===== src/rtl/cpu_ctrl_pkg.sv =====
// Shared definitions for the core pipeline controller:
// sequencer states, the canonical nop encoding and the default counter width.
package cpu_ctrl_pkg;

    typedef enum logic [1:0] {
        S_RUN      = 2'd0,
        S_MEM_WAIT = 2'd1,
        S_FLUSH    = 2'd2
    } state_t;

    localparam logic [31:0] NOP_INST  = 32'h0000_0013;
    localparam int          CNT_W_DEF = 16;

    // True when a de source operand is read and names the given register.
    function automatic logic reg_match(input logic       flag,
                                       input logic [4:0] rd_addr,
                                       input logic [4:0] wr_addr);
        return flag && (rd_addr == wr_addr);
    endfunction

endpackage


===== src/rtl/sat_cnt.sv =====
// Saturating event counter: sticks at all-ones instead of wrapping.
module sat_cnt #(
    parameter int W = 16
) (
    input  logic         clk,
    input  logic         rst,
    input  logic         clear,
    input  logic         inc,
    output logic [W-1:0] value
);

    // Count register with synchronous reset/clear and saturation.
    always_ff @(posedge clk) begin
        if (rst || clear) begin
            value <= {W{1'b0}};
        end else if (inc && (value != {W{1'b1}})) begin
            value <= value + W'(1);
        end else begin
            value <= value;
        end
    end

endmodule


===== src/rtl/pipe_ctrl.sv =====
// Pipeline sequencer: load-use interlock, memory-wait freeze with timeout,
// redirect/flush on taken jumps, and saturating event counters.
module pipe_ctrl
    import cpu_ctrl_pkg::*;
#(
    parameter int FLUSH_CYC = 2,
    parameter int MEM_TO    = 255,
    parameter int CNT_W     = CNT_W_DEF
) (
    input  logic             clk,
    input  logic             rst,
    input  logic             de_rd_reg1_flag,
    input  logic [4:0]       de_rd_addr1,
    input  logic             de_rd_reg2_flag,
    input  logic [4:0]       de_rd_addr2,
    input  logic             ex_load,
    input  logic [4:0]       ex_wr_reg_addr,
    input  logic             lsu_req,
    input  logic             lsu_ready,
    input  logic             jump_en,
    input  logic [31:0]      jump_addr,
    output logic             hold_pc,
    output logic             hold_if_de,
    output logic             hold_de_ex,
    output logic             flush_if_de,
    output logic             bubble_ex,
    output logic             redirect_en,
    output logic [31:0]      redirect_addr,
    output logic             mem_timeout,
    output logic [CNT_W-1:0] cnt_stall,
    output logic [CNT_W-1:0] cnt_flush,
    output logic [CNT_W-1:0] cnt_timeout
);

    localparam int WAIT_W = $clog2(MEM_TO + 1);
    localparam int FL_W   = $clog2(FLUSH_CYC + 1);

    state_t              state_r, state_nx;
    logic [WAIT_W-1:0]   wait_cnt_r, wait_cnt_nx;
    logic [FL_W-1:0]     flush_cnt_r, flush_cnt_nx;
    logic                pend_r, pend_nx;
    logic [31:0]         pend_addr_r, pend_addr_nx;

    logic                load_use_s;
    logic                mem_hold_s;
    logic                lu_hold_s;
    logic                redir_s;
    logic [31:0]         redir_addr_s;
    logic                flush_s;
    logic                timeout_s;

    assign load_use_s = ex_load && (ex_wr_reg_addr != 5'd0) &&
                        (reg_match(de_rd_reg1_flag, de_rd_addr1, ex_wr_reg_addr) ||
                         reg_match(de_rd_reg2_flag, de_rd_addr2, ex_wr_reg_addr));

    // Next-state and per-cycle control decode; priority is mem wait, redirect, load-use.
    always_comb begin
        state_nx     = state_r;
        wait_cnt_nx  = wait_cnt_r;
        flush_cnt_nx = flush_cnt_r;
        pend_nx      = pend_r;
        pend_addr_nx = pend_addr_r;
        mem_hold_s   = 1'b0;
        lu_hold_s    = 1'b0;
        redir_s      = 1'b0;
        redir_addr_s = jump_addr;
        flush_s      = 1'b0;
        timeout_s    = 1'b0;
        case (state_r)
            S_RUN: begin
                if (lsu_req && !lsu_ready) begin
                    mem_hold_s  = 1'b1;
                    state_nx    = S_MEM_WAIT;
                    wait_cnt_nx = {WAIT_W{1'b0}};
                    if (jump_en) begin
                        pend_nx      = 1'b1;
                        pend_addr_nx = jump_addr;
                    end else begin
                        pend_nx = 1'b0;
                    end
                end else if (jump_en) begin
                    redir_s      = 1'b1;
                    flush_s      = 1'b1;
                    state_nx     = (FLUSH_CYC > 1) ? S_FLUSH : S_RUN;
                    flush_cnt_nx = FL_W'(FLUSH_CYC);
                end else if (load_use_s) begin
                    lu_hold_s = 1'b1;
                end else begin
                    state_nx = S_RUN;
                end
            end
            S_MEM_WAIT: begin
                if (lsu_ready || (wait_cnt_r == WAIT_W'(MEM_TO))) begin
                    timeout_s = !lsu_ready;
                    state_nx  = S_RUN;
                    pend_nx   = 1'b0;
                    if (jump_en || pend_r) begin
                        redir_s      = 1'b1;
                        flush_s      = 1'b1;
                        redir_addr_s = jump_en ? jump_addr : pend_addr_r;
                        state_nx     = (FLUSH_CYC > 1) ? S_FLUSH : S_RUN;
                        flush_cnt_nx = FL_W'(FLUSH_CYC);
                    end else begin
                        redir_s = 1'b0;
                    end
                end else begin
                    mem_hold_s  = 1'b1;
                    wait_cnt_nx = wait_cnt_r + WAIT_W'(1);
                    if (jump_en) begin
                        pend_nx      = 1'b1;
                        pend_addr_nx = jump_addr;
                    end else begin
                        pend_nx = pend_r;
                    end
                end
            end
            S_FLUSH: begin
                // Only the jump itself and bubbles reach lsu here, so lsu_req is not examined.
                flush_s = 1'b1;
                if (jump_en) begin
                    redir_s      = 1'b1;
                    flush_cnt_nx = FL_W'(FLUSH_CYC);
                end else if (flush_cnt_r <= FL_W'(2)) begin
                    state_nx = S_RUN;
                end else begin
                    flush_cnt_nx = flush_cnt_r - FL_W'(1);
                end
            end
            default: begin
                state_nx = S_RUN;
            end
        endcase
    end

    // Sequencer state, wait/flush counters and pending-jump latch.
    always_ff @(posedge clk) begin
        if (rst) begin
            state_r     <= S_RUN;
            wait_cnt_r  <= {WAIT_W{1'b0}};
            flush_cnt_r <= {FL_W{1'b0}};
            pend_r      <= 1'b0;
            pend_addr_r <= 32'd0;
        end else begin
            state_r     <= state_nx;
            wait_cnt_r  <= wait_cnt_nx;
            flush_cnt_r <= flush_cnt_nx;
            pend_r      <= pend_nx;
            pend_addr_r <= pend_addr_nx;
        end
    end

    assign hold_pc       = mem_hold_s | lu_hold_s;
    assign hold_if_de    = mem_hold_s | lu_hold_s;
    assign hold_de_ex    = mem_hold_s;
    assign flush_if_de   = flush_s;
    assign bubble_ex     = flush_s | lu_hold_s;
    assign redirect_en   = redir_s;
    assign redirect_addr = redir_s ? redir_addr_s : 32'd0;
    assign mem_timeout   = timeout_s;

    sat_cnt #(.W(CNT_W)) u_cnt_stall (
        .clk(clk), .rst(rst), .clear(1'b0), .inc(mem_hold_s | lu_hold_s), .value(cnt_stall)
    );
    sat_cnt #(.W(CNT_W)) u_cnt_flush (
        .clk(clk), .rst(rst), .clear(1'b0), .inc(redir_s), .value(cnt_flush)
    );
    sat_cnt #(.W(CNT_W)) u_cnt_timeout (
        .clk(clk), .rst(rst), .clear(1'b0), .inc(timeout_s), .value(cnt_timeout)
    );

endmodule


===== config.mk =====
export PLATFORM = sky130hd
export DESIGN_NAME = pipe_ctrl
export DESIGN_NICKNAME = d
export VERILOG_FILES = /design/src/rtl/cpu_ctrl_pkg.sv /design/src/rtl/sat_cnt.sv /design/src/rtl/pipe_ctrl.sv
export SDC_FILE = /design/constraint.sdc
export NUM_CORES = 1
export LEC_CHECK = 0
export CORE_UTILIZATION = 49
export CTS_BUF_LIST = sky130_fd_sc_hd__clkbuf_8
export CTS_CLUSTER_DIAMETER = 150
export DETAILED_ROUTE_END_ITERATION = 12
export PLACE_DENSITY_LB_ADDON = 0.25
export SYNTH_ARGS = -nofsm -noshare
export SYNTH_HDL_FRONTEND = slang
export SYNTH_SLANG_ARGS = --single-unit

===== constraint.sdc =====
create_clock -name clk -period 2.83 [get_ports clk]
set_input_delay 0.566 -clock clk [delete_from_list [all_inputs] [get_ports clk]]
set_output_delay 0.566 -clock clk [all_outputs]
set_load 0.1 [all_outputs]

==> qor.log <==
INFO  outcome        status=complete, but fails checks
INFO  outcome        failing_checks=setup timing
INFO  sta            grt_setup_unrepaired=yes
INFO  critical_path  worst_endpoint_data_arrival_time=2320ps
INFO  cts            count_of_clock_tree_sinks=93
INFO  floorplan      die_h=99.8um
INFO  sta            worst_case_setup_margin_in_the_final_layout=-55.4ps
INFO  placed_design  finalWeightedCongestion=0.806
INFO  sta            worst-slew-pin-transition=511ps
INFO  cells_and_area layout-area-overhead-vs-synth=65.3%
INFO  cts            cts-buffers-inserted=9
INFO  global_route   grt.overflow.total=0
INFO  synthesis      synth.top_cell.area_share=39.7%
INFO  placed_design  dp_cell_count=889
INFO  global_route   first_pass_grt_wire_length=22.4mm
INFO  cells_and_area insertedDiodeCount=0
INFO  synthesis      yosys.area.top_type=dfxtp_1
INFO  route          finalWirelength=14.5mm
INFO  route          vias_per_cell=5.52
INFO  synthesis      synth_area_leaders=dfxtp_1 40%, nand2_1 12%, a21oi_1 9.7%, xnor2_1 4.3%, nor2_1 4.1%
INFO  cells_and_area layout.cells.non_filler=925
INFO  cts            htreeDepth=3
INFO  critical_path  cp_max_fo=7
INFO  critical_path  cpPeakStageDelay=430ps
INFO  synthesis      async_flop_share=0%
INFO  pwr            power-per-cell-area=390nW/um^2
INFO  pwr            leakage=3.12nW
INFO  cts            cts_root_buffer=clkbuf_8
INFO  critical_path  critical_path_required=2260ps
INFO  synthesis      count_of_flip_flops_with_a_built_in_enable_after_synthesis=0
INFO  sta            final-setup-viol-count=32
INFO  placed_design  dp_slack=-260ps
INFO  critical_path  cp_slowest_cell=a211o_4
INFO  placed_design  dp.final_hpwl=9.43mm
INFO  floorplan      dieArea=9960um^2
INFO  floorplan      floorplan.initialDensity=50.7%
INFO  cells_and_area finalCoreUtilization=83.8%
INFO  route          drt.antenna.violating_nets=0
INFO  synthesis      yosysWarnings=0
INFO  route          drc_errors=0
INFO  synthesis      synthDistinctLibCells=47
INFO  floorplan      rows=35
INFO  sta            worst_clock_skew=8.97ps
INFO  critical_path  worstPathCellList=ha_4 > and2_4 > a31oi_4 > buf_6 > buf_6 > a211o_4 > clkbuf_16 > a21oi_4 > buf_12
INFO  cells_and_area drive_gt1_share=29.5%
INFO  critical_path  worst_path_dominant_cell_family=compound AO/OA/AOI/OAI gates
INFO  synthesis      syn-cell-area=4690um^2
INFO  pwr            ir_drop=0.000328V
INFO  floorplan      floorplan_core_area=9240um^2
INFO  critical_path  crit_type=reg2out
INFO  floorplan      io_pins=142
INFO  global_route   global_route.usage.total=27.9%
INFO  cts            clock_latency_at_the_later_pin_of_the_worst_skew_pair=350ps
INFO  hold_path      min_path_type=reg2reg
INFO  synthesis      portion_of_the_post_synthesis_area_used_by_sequential_elements=39.7%
INFO  floorplan      dieWidth=99.8um
INFO  synthesis      post_synth.cell_area_avg=7.44um^2
INFO  placed_design  number_of_port_buffers=141
INFO  synthesis      synth_fp_nets=690
INFO  global_route   grt_pass1_vias=4908
INFO  global_route   grt_start_max_net_pins=88
INFO  job            max_capacitance_violation_total=0
INFO  route          dr_total_vias=5104
INFO  cells_and_area multi_input_area=3240um^2
INFO  cts            clk_pin_slew=90ps
INFO  critical_path  timing.critical_path.from_type=flop
INFO  synthesis      synthFlopType=dfxtp_1
INFO  cts            cts.path.max_buffers=2
INFO  cts            cts_tree=built
INFO  cells_and_area area.sequential=1880um^2
INFO  critical_path  worst_setup_ep_type=output pin
INFO  cts            cts_hold_buffers=0
INFO  critical_path  critical_path.most_common_cell=buf_6
INFO  sta            final_hold_viol_count=0
INFO  route          post_drt_wl_per_cell=15.7um
INFO  sta            period_minus_slack=2890ps
INFO  route          dr.first_iter.drc_count=151
INFO  route          drt-pass1-iter-count=4
INFO  cells_and_area nFillCells=528
INFO  synthesis      syn_inst=630
INFO  sta            period_share=102%
INFO  sta            worst_slew_margin_rel=65.6%
INFO  global_route   number_of_antenna_violations_at_the_first_check_in_global_routing=0
INFO  critical_path  critPathBufInv=4
INFO  cells_and_area nNetsFinal=851
INFO  sta            final_max_slew_violation_count=0
INFO  sta            fmax=347MHz
INFO  synthesis      synth.ff_latch_count=93
final timing paths:
check | depth (start not counted) | start | slack [ps] | end
worst max-delay path | 9 | wait_cnt_r[1] | -60 | redirect_addr[21]
worst min-delay path | 2 | pend_addr_r[26] | 460 | pend_addr_r[26]
worst max register to register | 11 | wait_cnt_r[1] | 340 | u_cnt_flush.value[9]
worst min register to register | 2 | pend_addr_r[26] | 460 | pend_addr_r[26]
sequential cells by signal, indices dropped and copies added, names as in the netlist:
signal               cells
u_cnt_flush.value       16
u_cnt_stall.value       16
pend_r                   1
u_cnt_timeout.value     16
pend_addr_r             32
state_r                  2
flush_cnt_r              2
wait_cnt_r               8
tightest hold or removal path, delay by kind of cell (launching register included):
family,cells,cell delay [ps]
flops,1,320
simple gates,1,50
compound gates,1,50
kinds of logic after synthesis:
family / share of synthesized area, %
AND/OR/NAND/NOR: 31.3
multiplexers: 0.427
buffers and inverters: 3.82
XOR/XNOR: 8.03
AO/OA/AOI/OAI: 15.4
flip-flops: 39.7
adder cells (fa/ha/maj): 1.33
layout make-up:
type                       instances  share of cell area (%)
timing repair buffer             187                    29.1
multi-input combinational        496                    41.8
clock inverter                     7                    1.03
tap                              129                    2.08
clock buffer                       9                    1.60
inverter                           4                   0.194
sequential                        93                    24.3
metrics by stage:
step	area, um^2	TNS (ps)	hold WS, ps	total power [W]
finish	7750	-1040	462	0.00302
CTS	7570	-1970	464	0.00302
floorplan	5070	-161	437	0.00181
detailed placement	7030	-6590	447	0.00210
global route	7750	-3390	485	0.00312
global placement	7030	-5410	442	0.00208
repair_timing:
action,in CTS,in global routing
endpoints found under the setup margin,36,35
gates cloned,4,4
setup buffers,9,5
resized for setup,50,30
pin swaps,28,33
power by group:
| group | leakage (nW) | switching (W) | internal [W] |
|---|---|---|---|
| Combinational | 2.26 | 0.000458 | 0.000302 |
| Clock | 0.102 | 0.000490 | 0.000421 |
| Sequential | 0.756 | 0.0000246 | 0.00133 |
layer usage:
metal	wire length [um]	GRT usage, %	vias up
li1	-	-	2480
met1	5780	31.7	2435
met2	7590	51.5	158
met3	719	4.11	31
met4	427	13.0	0
met5	0	0	-
Yosys cell counts, types with 6 or more instances:
master      n
xnor2_1    23
and3_1     13
clkbuf_1   26
nand2_1   156
nor2_1     51
nand3_1    23
nand4_1    19
nand2b_1    6
buf_2       8
a21oi_1    91
xor2_1     20
or3_1      16
dfxtp_1    93
o21ai_0    19
cells in the final DEF (no fill, tap or decap), types with 4 or more instances in the layout:
cell type and instances:
and3_1 13, o21ai_0 19, inv_1 4, dlymetal6s2s_1 4, or3_1 16, a21oi_4 32
nand4_1 19, buf_4 76, nor2_1 51, nor4_1 5, nand2_1 127, nand3_1 23
clkdlybuf4s50_1 48, a21oi_1 58, nor3_1 5, dfxtp_1 87, ha_1 4, nand2b_1 4
xnor2_1 23, nand2_2 12, dfxtp_4 4, nand2_4 17, xor2_1 20, clkbuf_8 9
buf_12 47
Power figures use the tool's default switching activity.
